<file path="src/rtl/flash_reader.sv">
// rtl/flash_reader.sv - NOR flash word-mode read responder for the flash-load handshake
//
// Drives a 16-bit NOR flash in x16 word mode on behalf of the boot/load
// controller. Each read presents the captured half-word address, holds OE#
// low for ACCESS_CYCLES, samples the data bus, raises data_ready for
// READY_CYCLES and then forces a GAP_CYCLES low gap so the requester can
// advance its address exactly once per pulse.
//
// Ports:
//   clk           system clock
//   rst           synchronous active-high reset
//   enable        high = back-to-back reads, low = go idle
//   req_addr      half-word address (byte address bits 22:1)
//   data_o        last half-word read
//   data_ready    data_o valid while high
//   flash_a       flash byte address {addr_q, 1'b0}
//   flash_d_i     flash data bus input half
//   flash_d_oe    data bus tristate enable (never drives)
//   flash_ce_n    chip enable, active low
//   flash_oe_n    output enable, active low
//   flash_we_n    write enable, held inactive
//   flash_rp_n    reset/power-down, active low
//   flash_byte_n  held high for x16 mode
//   flash_vpen    held low, programming disabled

module flash_reader #(
    parameter int ACCESS_CYCLES = 8,
    parameter int READY_CYCLES  = 2,
    parameter int GAP_CYCLES    = 2
) (
    input  logic        clk,
    input  logic        rst,
    input  logic        enable,
    input  logic [21:0] req_addr,
    output logic [15:0] data_o,
    output logic        data_ready,
    output logic [22:0] flash_a,
    input  logic [15:0] flash_d_i,
    output logic        flash_d_oe,
    output logic        flash_ce_n,
    output logic        flash_oe_n,
    output logic        flash_we_n,
    output logic        flash_rp_n,
    output logic        flash_byte_n,
    output logic        flash_vpen
);

    localparam int MAX_AR     = (ACCESS_CYCLES > READY_CYCLES) ? ACCESS_CYCLES : READY_CYCLES;
    localparam int MAX_CYCLES = (MAX_AR > GAP_CYCLES) ? MAX_AR : GAP_CYCLES;
    localparam int CW         = $clog2(MAX_CYCLES) + 1;

    localparam logic [CW-1:0] ACCESS_LAST = CW'(ACCESS_CYCLES - 1);
    localparam logic [CW-1:0] READY_LAST  = CW'(READY_CYCLES - 1);
    localparam logic [CW-1:0] GAP_LAST    = CW'(GAP_CYCLES - 1);

    localparam logic [2:0] S_IDLE  = 3'd0;
    localparam logic [2:0] S_SETUP = 3'd1;
    localparam logic [2:0] S_WAIT  = 3'd2;
    localparam logic [2:0] S_HOLD  = 3'd3;
    localparam logic [2:0] S_GAP   = 3'd4;

    logic [2:0]    state;
    logic [CW-1:0] counter;
    logic [21:0]   addr_q;

    // Read-only, x16, programming locked out.
    assign flash_d_oe   = 1'b0;
    assign flash_we_n   = 1'b1;
    assign flash_byte_n = 1'b1;
    assign flash_vpen   = 1'b0;

    // Word address straight from the captured register; address wrap at the
    // top of the device needs no special handling.
    assign flash_a = {addr_q, 1'b0};

    // Pin levels for a state are registered on the edge that enters it, so
    // CE# is low during the SETUP cycle itself and OE# during every WAIT
    // cycle, giving the flash the full ACCESS_CYCLES of OE# before sampling.
    always_ff @(posedge clk) begin
        if (rst) begin
            state      <= S_IDLE;
            counter    <= '0;
            addr_q     <= '0;
            data_o     <= '0;
            data_ready <= 1'b0;
            flash_ce_n <= 1'b1;
            flash_oe_n <= 1'b1;
            flash_rp_n <= 1'b0;
        end else begin
            flash_rp_n <= 1'b1;
            case (state)
                S_IDLE: begin
                    data_ready <= 1'b0;
                    flash_oe_n <= 1'b1;
                    counter    <= '0;
                    if (enable) begin
                        state      <= S_SETUP;
                        addr_q     <= req_addr;
                        flash_ce_n <= 1'b0;
                    end else begin
                        flash_ce_n <= 1'b1;
                    end
                end

                S_SETUP: begin
                    counter <= '0;
                    if (!enable) begin
                        state      <= S_IDLE;
                        flash_ce_n <= 1'b1;
                        flash_oe_n <= 1'b1;
                    end else begin
                        state      <= S_WAIT;
                        flash_oe_n <= 1'b0;
                    end
                end

                S_WAIT: begin
                    if (!enable) begin
                        // Abandon the access; data_o keeps the previous word.
                        state      <= S_IDLE;
                        counter    <= '0;
                        flash_ce_n <= 1'b1;
                        flash_oe_n <= 1'b1;
                    end else if (counter == ACCESS_LAST) begin
                        state      <= S_HOLD;
                        counter    <= '0;
                        data_o     <= flash_d_i;
                        data_ready <= 1'b1;
                    end else begin
                        counter <= counter + CW'(1);
                    end
                end

                S_HOLD: begin
                    // Losing enable cuts the pulse short but still goes
                    // through GAP so the requester always sees a low gap.
                    if (!enable || counter == READY_LAST) begin
                        state      <= S_GAP;
                        counter    <= '0;
                        data_ready <= 1'b0;
                        flash_ce_n <= 1'b1;
                        flash_oe_n <= 1'b1;
                    end else begin
                        counter <= counter + CW'(1);
                    end
                end

                S_GAP: begin
                    if (counter == GAP_LAST) begin
                        counter <= '0;
                        if (enable) begin
                            // Requester has advanced during HOLD; take the
                            // new address as SETUP begins.
                            state      <= S_SETUP;
                            addr_q     <= req_addr;
                            flash_ce_n <= 1'b0;
                        end else begin
                            state <= S_IDLE;
                        end
                    end else begin
                        counter <= counter + CW'(1);
                    end
                end

                default: begin
                    state      <= S_IDLE;
                    counter    <= '0;
                    data_ready <= 1'b0;
                    flash_ce_n <= 1'b1;
                    flash_oe_n <= 1'b1;
                end
            endcase
        end
    end

endmodule

</file>
<file path="config.mk">
export PLATFORM = sky130hd
export DESIGN_NAME = flash_reader
export DESIGN_NICKNAME = d
export VERILOG_FILES = /design/src/rtl/flash_reader.sv
export SDC_FILE = /design/constraint.sdc
export NUM_CORES = 1
export LEC_CHECK = 0
export CELL_PAD_IN_SITES_DETAIL_PLACEMENT = 1
export CELL_PAD_IN_SITES_GLOBAL_PLACEMENT = 1
export CORE_UTILIZATION = 33
export CTS_BUF_LIST = sky130_fd_sc_hd__clkbuf_4 sky130_fd_sc_hd__clkbuf_8 sky130_fd_sc_hd__clkbuf_16
export DETAILED_ROUTE_END_ITERATION = 10
export PLACE_DENSITY = 0.81
export SYNTH_ARGS = -nofsm -noshare
export SYNTH_HDL_FRONTEND = slang
export SYNTH_SLANG_ARGS = --single-unit
</file>
<file path="constraint.sdc">
create_clock -name clk -period 5.19 [get_ports clk]
set_input_delay 0.519 -clock clk [delete_from_list [all_inputs] [get_ports clk]]
set_output_delay 0.519 -clock clk [all_outputs]
set_load 0.005 [all_outputs]
</file>
==> summary.txt <==
Run status
  – Run status: completed

GRT
  – All-Layer GR Usage: between 10% and 20%
  – Number of antenna violations at the first check in global routing: 0
  – Pin count of the biggest net entering global routing: 47
  – Via count of the first global-routing pass: approximately 2,000
  – Global-route wire length before repair: between 9000 and 10,000 um
  – Total congestion overflow after global routing: 0

Yosys
  – Post-synth cell types: 40
  – Gate count of the mapped netlist: ~250
  – Synth warn: 0
  – Netlist Area Pre-Place: around 0.0022 sq mm
  – Proportion of synthesized chip area in sequential cells: 45.1%
  – Async set-reset flop share out of synthesis: 0%
  – Number of flops mapped to enable cells by yosys: 0
  – Number of synthesized register bits: 49
  – Most used DFF post-synth: sky130_fd_sc_hd__dfxtp_1
  – Average instance area after synthesis: roughly 9 sq um

Min path
  – Hold Crit Class: reg -> reg
  – Worst Hold End: addr_q[4]$_SDFFE_PP0P_
  – Worst hold path startpoint: addr_q[4]$_SDFFE_PP0P_
  – Hold Path Cell Cnt: 2

Setup path
  – Class of the most critical setup path: in -> reg
  – Kind of cell adding the most delay to the critical path: buffers and inverters
  – Slowest stage cell, crit path: sky130_fd_sc_hd__clkdlybuf4s50_1
  – Crit start category: primary input
  – R2R Path Start: counter[0]$_SDFF_PP0_
  – Worst Setup End Kind: flip-flop
  – Crit Path Max Fanout: 46
  – Endpoint of the lowest-slack register-to-register path: addr_q[2]$_SDFFE_PP0P_
  – Reg2Reg Setup Slack: between 3000 and 4000 ps
  – Crit path cell chain: clkdlybuf4s50_1, inv_2, o21ai_0, a211oi_1
  – Crit path buf inv count: 2
  – Worst EP required: 5400 ps
  – Worst endpoint data arrival time: around 2700 ps
  – First element of the critical path: rst
  – Slowest stage delay, CP: around 830 ps
  – R2r worst-path depth: 5

Detailed routing
  – Number of iterations in the first detailed-routing pass: 4
  – Average vias per placed instance: roughly 4.9
  – Post-detailed-route count of antenna-violating nets: 0
  – Final wirelength: around 5700 um
  – Detailed-route via count: 1,939
  – Routed length per placed instance: approximately 14 um
  – Starting DRT DRC Count: 37
  – Residual DRC count: 0

Flow run
  – Max capacitance violation total: 0

Power
  – Worst IR Drop VDD: between 0.15 and 0.2 mV
  – Leakage: ~1.1 nW
  – Power density over the cells: approximately 250 mW/mm^2

Clocking
  – Post-CTS setup repair buffer count: 0
  – Number of resized instances in the post-cts repair step: 0
  – Number of CTS-inserted buffers: 5
  – Clk slew on worst S/H paths: 90 ps
  – Hold_buf cts: 0
  – Number of clock sinks: 49
  – CTS H-Tree Depth: 2
  – Root buf cell: sky130_fd_sc_hd__clkbuf_8
  – Clock latency at the later pin of the worst-skew pair: 300 ps
  – Deepest clock path buffer count: 2
  – CTS tree: done

Cells and area
  – Leading cell type in the layout, fill and taps excluded: sky130_fd_sc_hd__clkdlybuf4s50_1
  – Number of nets in the finished design: between 300 and 400
  – Commonest non-fill, non-tap cells in the layout: 82 x sky130_fd_sc_hd__clkdlybuf4s50_1, 49 x sky130_fd_sc_hd__dfxtp_1, 47 x sky130_fd_sc_hd__nand2_1, 22 x sky130_fd_sc_hd__mux2i_1, 20 x sky130_fd_sc_hd__a21oi_1
  – Area growth syn-to-layout: 41.4%
  – Finished Cell Area: around 0.0031 sq mm
  – Fraction of layout cells with a size suffix above 1: 4.43%
  – Diodes inserted: 0

Placed design
  – Count of input and output buffers: 82
  – Detailed placer's ending HPWL: 4170 um
  – Global placement routability congestion: 0.783
  – Post-place instance area: 0.00296 sq mm

Timing
  – Setup total negative slack: 0 ps
  – Unrepaired setup endpoints after global routing: false
  – Slew at the pin with the worst max-slew slack: about 1000 ps
  – Final Skew: about 9.8 ps
  – Minimum clock period after layout: around 2500 ps
  – Final hold violation count: 0
  – Crit share post-route: between 40% and 50%
  – Worst slew margin relative to its limit: approximately 32%
  – Final max-slew violation count: 0
  – Highest clock frequency the design can meet: just under 400 MHz
  – Total of endpoints with negative setup slack in the final report: 0

Floorplan
  – Number of cell rows: 29
  – Die height: between 80 and 90 um
  – Core box area: between 0.006 and 0.007 sq mm
  – Width of the die: 83.2 um
  – Boundary pin count: 88
  – Die outline area: ~0.007 sq mm
  – Initial core utilization: between 30% and 40%
## cell families (layout without fill, tap and decap cells)
| group | Yosys count | count (layout) | synth area share [%] |
|---|---|---|---|
| compound gates | 53 | 53 | 15.2 |
| flops | 49 | 49 | 45.1 |
| mux | 22 | 22 | 10.1 |
| fa+ha+maj | 2 | 2 | 1.15 |
| xor+xnor | 3 | 3 | 1.21 |
| simple gates | 84 | 84 | 18.9 |
| other cells | 2 | 5 | 0.345 |
| buf+inv | 31 | 98 | 8.00 |
## layout make-up
class                           instances  area [sq um]
Fill cell                             743          3270
Multi-Input combinational cell        169          1030
Sequential cell                        49           981
Timing Repair Buffer                   83           828
Tap cell                               77          96.3
Clock buffer                            5          68.8
Clock inverter                          3          43.8
Inverter                                7          26.3
## sequential cells by signal, indices dropped and copies added (netlist names)
name	flops
data_ready	1
data_o	16
flash_oe_n	1
addr_q	22
flash_ce_n	1
counter	4
state	3
flash_rp_n	1
## metal layers
layer	track usage, %	up-vias	part of all wire [%]
met5	0	-	0
li1	-	977	-
met2	28.8	59	48
met1	20.5	897	47
met3	3.28	6	4.2
met4	4.23	0	0.92
## tightest hold or removal path: cells and delay by family (launching register included)
family | cells | cell delay [ps]
multiplexers | 1 | 50
flip-flops | 1 | 320
AND/OR/NAND/NOR | 1 | 50
## Yosys cell counts (all sizes together) (2+ instances only)
cell / number / share of area, %
a211o: 3 / 1.3
xnor2: 2 / 0.81
dfxtp: 49 / 45
nor3b: 3 / 1.3
nor2b: 2 / 0.58
nand3: 18 / 4.1
a21oi: 20 / 4.6
nand2b: 2 / 0.58
ha: 2 / 1.2
mux2i: 22 / 10
inv: 7 / 1.2
buf: 10 / 4.4
nor2: 2 / 0.35
o21ai: 18 / 4.1
nand2: 47 / 8.1
and4b: 2 / 0.92
conb: 2 / 0.35
or3b: 2 / 0.81
a311o: 2 / 0.92
clkbuf: 14 / 2.4
a211oi: 5 / 2.3
## where the power goes
part	total (mW)	leakage, nW	internal [mW]	switching (mW)
Sequential	0.400	0.399	0.390	0.00920
Clock	0.272	0.0585	0.144	0.127
Combinational	0.109	0.657	0.0668	0.0423
Total	0.780	1.12	0.602	0.179
## stage by stage
step	util (%)	hold slack [ps]	std cells	total power, mW	worst slack, ps
final	48.4	463	393	0.780	2660
after global routing	48.4	492	393	0.817	2450
after CTS	48.4	468	393	0.791	2630
after detailed placement	46.7	455	385	0.519	2310
after global placement	46.7	442	385	0.516	2390
after floorplan	-	451	249	0.458	3380
## worst max path at each step
stage	depth (start not counted)	slack, ps	endpoint
5_1_grt	4	2450	counter[3]$_SDFF_PP0_
2_1_floorplan	6	3380	addr_q[10]$_SDFFE_PP0P_
4_1_cts	4	2630	counter[2]$_SDFF_PP0_
6_report	4	2660	counter[2]$_SDFF_PP0_
3_5_place_dp	4	2310	counter[2]$_SDFF_PP0_
3_3_place_gp	4	2390	counter[2]$_SDFF_PP0_
Power figures use the tool's default switching activity.
